## src/rtl/traffic_ctrl_param.sv

```systemverilog
// Two-direction traffic-light controller with prescaled tick, all-red clearance,
// safe hold overrides (always through yellow) and a flashing-yellow night mode.
module traffic_ctrl_param #(
    parameter int CLK_DIV  = 25000000,
    parameter int GREEN1_T = 5,
    parameter int GREEN2_T = 5,
    parameter int YELLOW_T = 3,
    parameter int ALLRED_T = 1,
    parameter int CW       = 8
) (
    input  logic          clk_in,
    input  logic          rst_n,
    input  logic          hold1,
    input  logic          hold2,
    input  logic          night,
    output logic          r1,
    output logic          g1,
    output logic          y1,
    output logic          r2,
    output logic          g2,
    output logic          y2,
    output logic [CW-1:0] cnt_o,
    output logic [2:0]    phase_o,
    output logic          tick_o
);

    localparam int PW = (CLK_DIV > 2) ? $clog2(CLK_DIV) : 1;
    localparam logic [PW-1:0] DIV_LAST = PW'(CLK_DIV - 1);
    localparam logic [CW-1:0] G1_LD    = CW'(GREEN1_T);
    localparam logic [CW-1:0] G2_LD    = CW'(GREEN2_T);
    localparam logic [CW-1:0] Y_LD     = CW'(YELLOW_T);
    localparam logic [CW-1:0] AR_LD    = CW'(ALLRED_T);
    localparam logic [CW-1:0] ONE      = CW'(1);

    typedef enum logic [2:0] {
        S_AR_A  = 3'd0,
        S_G1    = 3'd1,
        S_Y1    = 3'd2,
        S_AR_B  = 3'd3,
        S_G2    = 3'd4,
        S_Y2    = 3'd5,
        S_NIGHT = 3'd6
    } phase_t;

    logic [PW-1:0] presc;
    logic          tick;
    phase_t        state, state_nxt;
    logic [CW-1:0] cnt, cnt_nxt;
    logic          flash, flash_nxt;
    logic          h1, h2;
    logic          last;

    // Prescaler: one-cycle tick when the count sits at its final value
    assign tick = (presc == DIV_LAST);

    always_ff @(posedge clk_in or negedge rst_n) begin
        if (!rst_n) begin
            presc <= '0;
        end else if (tick) begin
            presc <= '0;
        end else begin
            presc <= presc + 1'b1;
        end
    end

    assign h1   = hold1 & ~night;
    assign h2   = hold2 & ~hold1 & ~night;
    assign last = (cnt <= ONE);

    always_ff @(posedge clk_in or negedge rst_n) begin
        if (!rst_n) begin
            state <= S_AR_A;
            cnt   <= AR_LD;
            flash <= 1'b0;
        end else begin
            state <= state_nxt;
            cnt   <= cnt_nxt;
            flash <= flash_nxt;
        end
    end

    // Every exit from a green passes through yellow; night is honoured only at all-red ends
    always_comb begin
        state_nxt = state;
        cnt_nxt   = cnt;
        flash_nxt = flash;
        if (tick) begin
            unique case (state)
                S_AR_A: begin
                    if (!last) begin
                        cnt_nxt = cnt - ONE;
                    end else if (night) begin
                        state_nxt = S_NIGHT;
                        cnt_nxt   = '0;
                        flash_nxt = 1'b0;
                    end else begin
                        state_nxt = S_G1;
                        cnt_nxt   = G1_LD;
                    end
                end
                S_G1: begin
                    if (night || h2) begin
                        state_nxt = S_Y1;
                        cnt_nxt   = Y_LD;
                    end else if (h1) begin
                        cnt_nxt = cnt;
                    end else if (!last) begin
                        cnt_nxt = cnt - ONE;
                    end else begin
                        state_nxt = S_Y1;
                        cnt_nxt   = Y_LD;
                    end
                end
                S_Y1: begin
                    if (!last) begin
                        cnt_nxt = cnt - ONE;
                    end else begin
                        state_nxt = S_AR_B;
                        cnt_nxt   = AR_LD;
                    end
                end
                S_AR_B: begin
                    if (!last) begin
                        cnt_nxt = cnt - ONE;
                    end else if (night) begin
                        state_nxt = S_NIGHT;
                        cnt_nxt   = '0;
                        flash_nxt = 1'b0;
                    end else begin
                        state_nxt = S_G2;
                        cnt_nxt   = G2_LD;
                    end
                end
                S_G2: begin
                    if (night || h1) begin
                        state_nxt = S_Y2;
                        cnt_nxt   = Y_LD;
                    end else if (h2) begin
                        cnt_nxt = cnt;
                    end else if (!last) begin
                        cnt_nxt = cnt - ONE;
                    end else begin
                        state_nxt = S_Y2;
                        cnt_nxt   = Y_LD;
                    end
                end
                S_Y2: begin
                    if (!last) begin
                        cnt_nxt = cnt - ONE;
                    end else begin
                        state_nxt = S_AR_A;
                        cnt_nxt   = AR_LD;
                    end
                end
                S_NIGHT: begin
                    cnt_nxt = '0;
                    if (!night) begin
                        state_nxt = S_AR_A;
                        cnt_nxt   = AR_LD;
                        flash_nxt = 1'b0;
                    end else begin
                        flash_nxt = ~flash;
                    end
                end
                default: begin
                    state_nxt = S_AR_A;
                    cnt_nxt   = AR_LD;
                    flash_nxt = 1'b0;
                end
            endcase
        end
    end

    // Moore lamp decode straight from the state register
    always_comb begin
        r1 = 1'b0;
        g1 = 1'b0;
        y1 = 1'b0;
        r2 = 1'b0;
        g2 = 1'b0;
        y2 = 1'b0;
        unique case (state)
            S_AR_A, S_AR_B: begin
                r1 = 1'b1;
                r2 = 1'b1;
            end
            S_G1: begin
                g1 = 1'b1;
                r2 = 1'b1;
            end
            S_Y1: begin
                y1 = 1'b1;
                r2 = 1'b1;
            end
            S_G2: begin
                r1 = 1'b1;
                g2 = 1'b1;
            end
            S_Y2: begin
                r1 = 1'b1;
                y2 = 1'b1;
            end
            S_NIGHT: begin
                y1 = flash;
                y2 = flash;
            end
            default: begin
                r1 = 1'b1;
                r2 = 1'b1;
            end
        endcase
    end

    assign cnt_o   = cnt;
    assign phase_o = state;
    assign tick_o  = tick;

endmodule

```

## config.mk

```make
export PLATFORM = sky130hd
export DESIGN_NAME = traffic_ctrl_param
export DESIGN_NICKNAME = d
export VERILOG_FILES = /design/src/rtl/traffic_ctrl_param.sv
export SDC_FILE = /design/constraint.sdc
export NUM_CORES = 1
export LEC_CHECK = 0
export ABC_AREA = 1
export CAP_MARGIN = 20
export CORE_ASPECT_RATIO = 1.75
export CORE_MARGIN = 8
export CORE_UTILIZATION = 55
export CTS_CLUSTER_SIZE = 16
export DETAILED_ROUTE_END_ITERATION = 16
export PLACE_DENSITY_LB_ADDON = 0.15
export SETUP_SLACK_MARGIN = 0.15
export SYNTH_ARGS = -nofsm -noshare
export SYNTH_HDL_FRONTEND = slang
export SYNTH_SLANG_ARGS = --single-unit
```

## constraint.sdc

```tcl
create_clock -name clk_in -period 4.55 [get_ports clk_in]
set_clock_uncertainty 0.2 [all_clocks]
set_input_delay 1.1375 -clock clk_in [delete_from_list [all_inputs] [get_ports clk_in]]
set_output_delay 1.1375 -clock clk_in [all_outputs]
set_load 0.005 [all_outputs]
```

Word-level counts from Yosys, hierarchy flattened. Cells that the tools add are included.

Word-level logic and storage cells: 78. Input port bits: 5. Bits in registers: 37.

Mux-type cells: 35. $add $sub $neg: 2. Order comparisons: 1. Equal/unequal tests: 18. Reduce and logical (&&, ||, !) cells: 11. Bitwise logic cells: 7.

Operator list (number): $mux 8 (7); $pmux 8 s5 (1); $mux 3 (13); $add 25x1->25 const B (1); $eq 25x25->1 const B (1); $mux 25 (1); $pmux 3 s7 (1); $ne 3x3->1 const B (4); $ne 2x2->1 const B (5); $reduce_and 10->1 (1); $eq 3x3->1 const B (3); $le 8x1->1 const B (1); $mux 1 (8); $sub 8x1->8 const B (1); $eq 3x2->1 const B (2); $reduce_or 3->1 (2); $ne 2x1->1 const B (2); $not 1->1 (4); $pmux 1 s2 (2); $reduce_and 4->1 (1); $reduce_or 2->1 (2); $reduce_or 4->1 (1); $and 1x1->1 (3); $eq 3x1->1 const B (1); other kinds (5) (6).

Depth between registers and ports, before layout. Gate-level depths: netlist of the first run.

Word-level depth: 6. Mapped depth: 11. Gate-level depth less buffers: 11.

Worst setup path before layout of the first run. OpenSTA, ideal clock, no wires.

Kind: register to output. Start: register presc[10]. End: output port tick_o. Data arrival time: 1.145 ns. Slack: 2.067 ns. Stages on the path, launching flop included: 8. Buffers on the path: 0. Path through: dfrtp_1 -> inv_1 -> nand2_1 -> nor2_1 -> nand3_1 -> nor2_1 -> nand2_1 -> inv_1.

Cells in the longest elaborated chain, start to end: 1.

Ends and longest elaborated chain: from (decl) (RTL line 45) `logic [PW-1:0] presc;`; from (signal assigned) (RTL line 62) `presc <= presc + 1'b1;`; $eq 25x25->1 (RTL line 54) `assign tick = (presc == DIV_LAST);`; to (decl) (RTL line 24) `output logic tick_o`.

No other way between the ends.

Final worst setup path of the first run. Same ends and word-level chain as after synthesis.

==> results of run 1 <==
-- worst max-delay path by stage --
stage	cells after the start	slack (ns)	endpoint
after floorplan	7	2.07	tick_o
after global placement	8	1.45	tick_o
after detailed placement	8	1.42	tick_o
after CTS	8	1.10	tick_o
after global routing	8	0.98	tick_o
final	8	1.13	tick_o
-- metrics by stage --
stage          total power, mW  instances   util  hold slack (ns)
2_1_floorplan            0.337        347      -            0.231
3_3_place_gp             0.348        418  0.628            0.244
3_5_place_dp             0.348        418  0.628            0.253
4_1_cts                  0.572        426  0.647            0.262
5_1_grt                  0.585        426  0.647            0.295
6_report                 0.565        426  0.647            0.257
-- cell usage in the layout (no fill, tap or decap), types with 9 or more instances in the layout --
cell type and count:
a21oi_1 11, clkdlybuf4s50_1 21, dfrtp_1 36, inv_1 45, inv_2 11, nand2_1 93, nand3_1 30, nand4_1 11
nor2_1 34, nor3_1 9
-- state kept, by name (all words and copies together) (netlist names) --
| register | flops |
|---|---|
| cnt_o | 8 |
| presc | 25 |
| flash | 1 |
| phase_o | 3 |
-- cells by family (layout without fill, tap and decap cells) --
group	after synthesis	after routing
AOI/OAI and AO/OA	27	27
xor gates and xnor gates	12	12
adders and majority gates	3	3
buffers and inverters	58	86
DFF	37	37
and+or+nand+nor	210	210
-- metal layers --
layer,routed length [µm],track usage
met5,0,0
met4,121,0.0814
met1,2230,0.183
met3,125,0.0289
met2,2960,0.313
-- where the power goes --
| part | total [mW] | internal, mW | switching [mW] |
|---|---|---|---|
| logic | 0.0120 | 0.00319 | 0.00879 |
| clock network | 0.225 | 0.109 | 0.116 |
| registers | 0.329 | 0.329 | 0 |
| total | 0.565 | 0.441 | 0.125 |
-- final cells by class --
class	instances	area, µm²	share of cell area
clock buffers	8	80.1	0.0284
inverters	56	210	0.0745
multi-input cells	252	1330	0.470
flip-flops and latches	37	927	0.329
well taps	51	63.8	0.0226
repair buffers	22	215	0.0763
==> metrics.csv, run 1 <==
metric,value,unit
netlist_area,2470,µm²
start_util,0.567,
synth_top_cell_by_area,dfrtp_1,
drv_cap,0,
wire_per_inst,12.7,µm
cts_sinks,37,
timing.fmax,292,MHz
r2r_cells,11,
cp_num_buf_inv,3,
cp_max_fo,5,
rsz0062_at_grt,false,
synth_mux_area_frac,0,
post_cts_buffers,0,
period_share,0.753,
crit_chain,inv_1 -> nand2_1 -> nor2_1 -> nand3_1 -> nor2_1 -> nand2_1 -> inv_1 -> clkdlybuf4s50_1,
grt_pass1_wl,9820,µm
grt_pass1_vias,2334,
worst_slew_pin_slew,0.830,ns
min-delay-start,presc[0],
routabilityCongestion,0.838,
synth_area_leaders,"dfrtp_1 36%, nand2_1 14%, inv_1 6.8%",
crit_family,simple AND/OR/NAND/NOR gates,
gr-total-overflow,0,
drt_iter0_markers,96,
p_leak,1.39,nW
post_cts_resized,0,
cts.clk_slew.worst_paths,0.07,ns
dr_total_vias,2244,
core,4360,µm²
place_area,2740,µm²
drive_gt1_frac,0.133,
reg2reg_slack,2.45,ns
final_area,2820,µm²
cp_slowest_cell,clkdlybuf4s50_1,
setup_violations,0,
root_buffer,clkbuf_8,
cts_hold_buf,0,
min_to,presc[0],
report.final.slew_viol_count,0,
fin_ws,1.13,ns
diodes,0,
cts_tree,done,
slew_headroom,0.447,
firstDrtPassIters,6,
drcViolationCount,0,
outcome,"complete, no violations",
end_kind,output port,
worstSetupPathType,flip-flop to output port,
fillerInstances,397,
synth_cells,347,
ant_nets,0,
critPathLaunch,presc[10],
ys.flop_type,dfrtp_1,
dpl_worst_slack,1.42,ns
nets,382,
reg2reg_from,cnt_o[0],
die_h,105,µm
h-tree-depth,2,
worstPathRequired,3.21,ns
wirelength,5430,µm
finalSetupTns,0,ns
rows,32,
ys_async_sr_fraction,1.00,
synth-seq-cells,37,
syn-num-nets,355,
hold_path.class,flip-flop to flip-flop,
clock_latency,0.29,ns
die_w,66.7,µm
ys.warnings.count,0,
synth-edff-count,0,
r2r_end,phase_o[2],
finalCriticalPeriod,3.42,ns
yosysTopAreaCellShare,0.364,
syn2layout_area_growth,14.0,%
yosys.area_share.simple,0.419,
ir_drop,0.138,mV
synth_top_cells_by_count,"93 x nand2_1, 45 x inv_1, 36 x dfrtp_1, 34 x nor2_1, 30 x nand3_1",
syn_area_per_cell,7.13,µm²
hold_depth,1,
hold_violations,0,
critical_path_arrival,2.09,ns
synth_top_family_by_area,simple AND/OR/NAND/NOR gates,
startpoint_type,flip-flop,
io_buffers,22,
dieArea,6990,µm²
synth_xor_area_frac,0.0425,
via_per_inst,5.27,
synth_cell_types,31,
clk_path_buf_depth,2,
ys_seq_area_frac,0.375,
antenna_found_initial,0,
grtUsageTotal,0.174,
hpwl,4180,µm
pwr_density_cell,200,nW/µm²
max_stage_delay,0.50,ns
synth_compound_area_frac,0.0586,
yosysMostFrequentCell,nand2_1,
grt_max_degree,38,
ioPinCount,23,
synth_adder_area_share,0.0152,
numCtsBuffers,5,
Power figures use the tool's default switching activity.
==> inputs of run 2 (changes only) <==
--- a/config.mk
+++ b/config.mk
@@ -9,7 +9,7 @@
 export CAP_MARGIN = 20
 export CORE_ASPECT_RATIO = 1.75
 export CORE_MARGIN = 8
-export CORE_UTILIZATION = 55
+export CORE_UTILIZATION = 52
 export CTS_CLUSTER_SIZE = 16
 export DETAILED_ROUTE_END_ITERATION = 16
 export PLACE_DENSITY_LB_ADDON = 0.15
==> constraint.sdc (replaced) <==
create_clock -name clk_in -period 2.8 [get_ports clk_in]
set_clock_uncertainty 0.2 [all_clocks]
set_input_delay 0.7 -clock clk_in [delete_from_list [all_inputs] [get_ports clk_in]]
set_output_delay 0.7 -clock clk_in [all_outputs]
set_load 0.005 [all_outputs]
==> run 2 against run 1 <==
Count of clock-buffer cells in the layout is the same. Routed wire length up 5.5%. Non-clock buffer count rose by 18. Die area grew 4.6%. Critical endpoint is now g2. Largest cell class unchanged.
==> metrics.csv, run 2 (synthesis gave the netlist of run 1 again) <==
metric,value,unit
worstPathRequired,1.90,ns
p_int,740,µW
ant_nets,0,
final_area,3000,µm²
report.final.slew_viol_count,0,
routabilityCongestion,0.851,
cts_sinks,37,
grt_busiest_layer,met2,
use_met3,0.0282,
hold_violations,0,
firstDrtPassIters,4,
cp_max_fo,8,
diodes,0,
grt_pass1_wl,9980,µm
fillerInstances,418,
wire_per_inst,12.9,µm
outcome,"complete, no violations",
largest_reg_flops,25,
core,4620,µm²
p_comb_frac,0.021,
worst_slew_pin_slew,0.827,ns
hold_path.class,flip-flop to flip-flop,
hold_depth,1,
ir_drop,0.287,mV
nets,400,
critical_path_arrival,1.65,ns
p_leak,1.51,nW
numCtsBuffers,5,
die_w,68.2,µm
min_to,presc[0],
r2r_end,cnt_o[7],
antenna_found_initial,0,
drv_cap,0,
pwr-share-seq,0.571,
grt_max_degree,38,
ioPinCount,23,
grt_pass1_vias,2360,
layout_common_cells,"92 x nand2_1, 44 x inv_1, 33 x dfrtp_1, 31 x nor2_1, 30 x nand3_1",
end_kind,output port,
gr-total-overflow,0,
place_area,2780,µm²
dr_total_vias,2346,
cts_hold_buf,0,
io_buffers,22,
rows,33,
largest-register,presc,
finalSetupTns,0,ns
worstSetupPathType,flip-flop to output port,
reg2reg_from,presc[18],
wirelength,5730,µm
finalCriticalPeriod,2.55,ns
h-tree-depth,2,
cts_tree,done,
cts.clk_slew.worst_paths,0.07,ns
drt_iter0_markers,107,
die_h,107,µm
dieArea,7310,µm²
drive_gt1_frac,0.198,
hpwl,4340,µm
swShare,0.208,
timing.fmax,392,MHz
grtUsageTotal,0.173,
start_util,0.535,
p_clk_frac,0.408,
r2r_cells,15,
period_share,0.911,
switchingPower,195,µW
setup_violations,0,
met2_usage,0.316,
reg2reg_slack,0.65,ns
min-delay-start,presc[0],
root_buffer,clkbuf_8,
clock_latency,0.28,ns
via_per_inst,5.27,
pwr_density_cell,312,nW/µm²
drcViolationCount,0,
final_common_cell,nand2_1,
grt_use_met1,0.176,
rsz0062_at_grt,false,
syn2layout_area_growth,21.0,%
slew_headroom,0.449,
startpoint_type,flip-flop,
clk_path_buf_depth,2,
multi_input_area,1350,µm²
regArea,931,µm²
[run 2: changes by cell type in the layout (fill, tap and decap cells not counted), sizes merged]
cell | previous run | this run
buf | 1 | 19
clkdlybuf4s50 | 21 | 19
dlygate4sd2 | 0 | 1
dlymetal6s2s | 0 | 1
[run 2: power by group through the flow]
stage,clock network [mW],logic (mW),registers (mW)
floorplan,0,0.00289,0.545
global placement,0,0.0205,0.544
detailed placement,0,0.0206,0.544
CTS,0.395,0.0206,0.534
global route,0.409,0.0236,0.534
finish,0.381,0.0196,0.534
[run 2: per-stage QoR]
stage	total power, mW	instances	setup WS, ns	hold WS (ns)	utilization
after floorplan	0.548	347	0.755	0.204	-
after global placement	0.565	424	0.293	0.244	0.601
after detailed placement	0.565	424	0.258	0.258	0.601
after CTS	0.950	445	0.164	0.279	0.645
after global routing	0.967	445	0.144	0.300	0.648
final	0.935	445	0.248	0.284	0.648
[run 2: area by class of cell]
type / count / area share
multi-input combinational: 252 / 0.449
inverter: 56 / 0.0710
tap: 52 / 0.0217
sequential: 37 / 0.311
clock buffer: 8 / 0.0301
timing repair buffer: 40 / 0.117
[run 2: worst max-delay path: stages, from the launching register on]
cell and delay [ns]:
dfrtp_2 0.47, nor2_1 0.20, nand2_1 0.12, inv_1 0.09
clkdlybuf4s50_1 0.50
[run 2: worst max-delay path by stage]
stage	from	slack, ns	cells after the start	to
6_report	phase_o[1]	0.25	4	g2
5_1_grt	presc[10]	0.14	8	tick_o
4_1_cts	phase_o[0]	0.16	6	y2
3_5_place_dp	presc[10]	0.26	8	tick_o
3_3_place_gp	presc[10]	0.29	8	tick_o
2_1_floorplan	presc[10]	0.75	7	tick_o
[run 2: repair_timing]
item / 4_1_cts / 5_1_grt
pin swaps: 3 / 0
endpoints found under the setup margin: 3 / 3
buffers inserted: 13 / 0
gates resized for setup: 8 / 5
[run 2: metal layers]
| metal | vias to the layer above | share of wire |
|---|---|---|
| met4 | 0 | 0.036 |
| met3 | 17 | 0.030 |
| met1 | 1082 | 0.40 |
| met5 | - | 0 |
| met2 | 58 | 0.53 |
| li1 | 1189 | - |
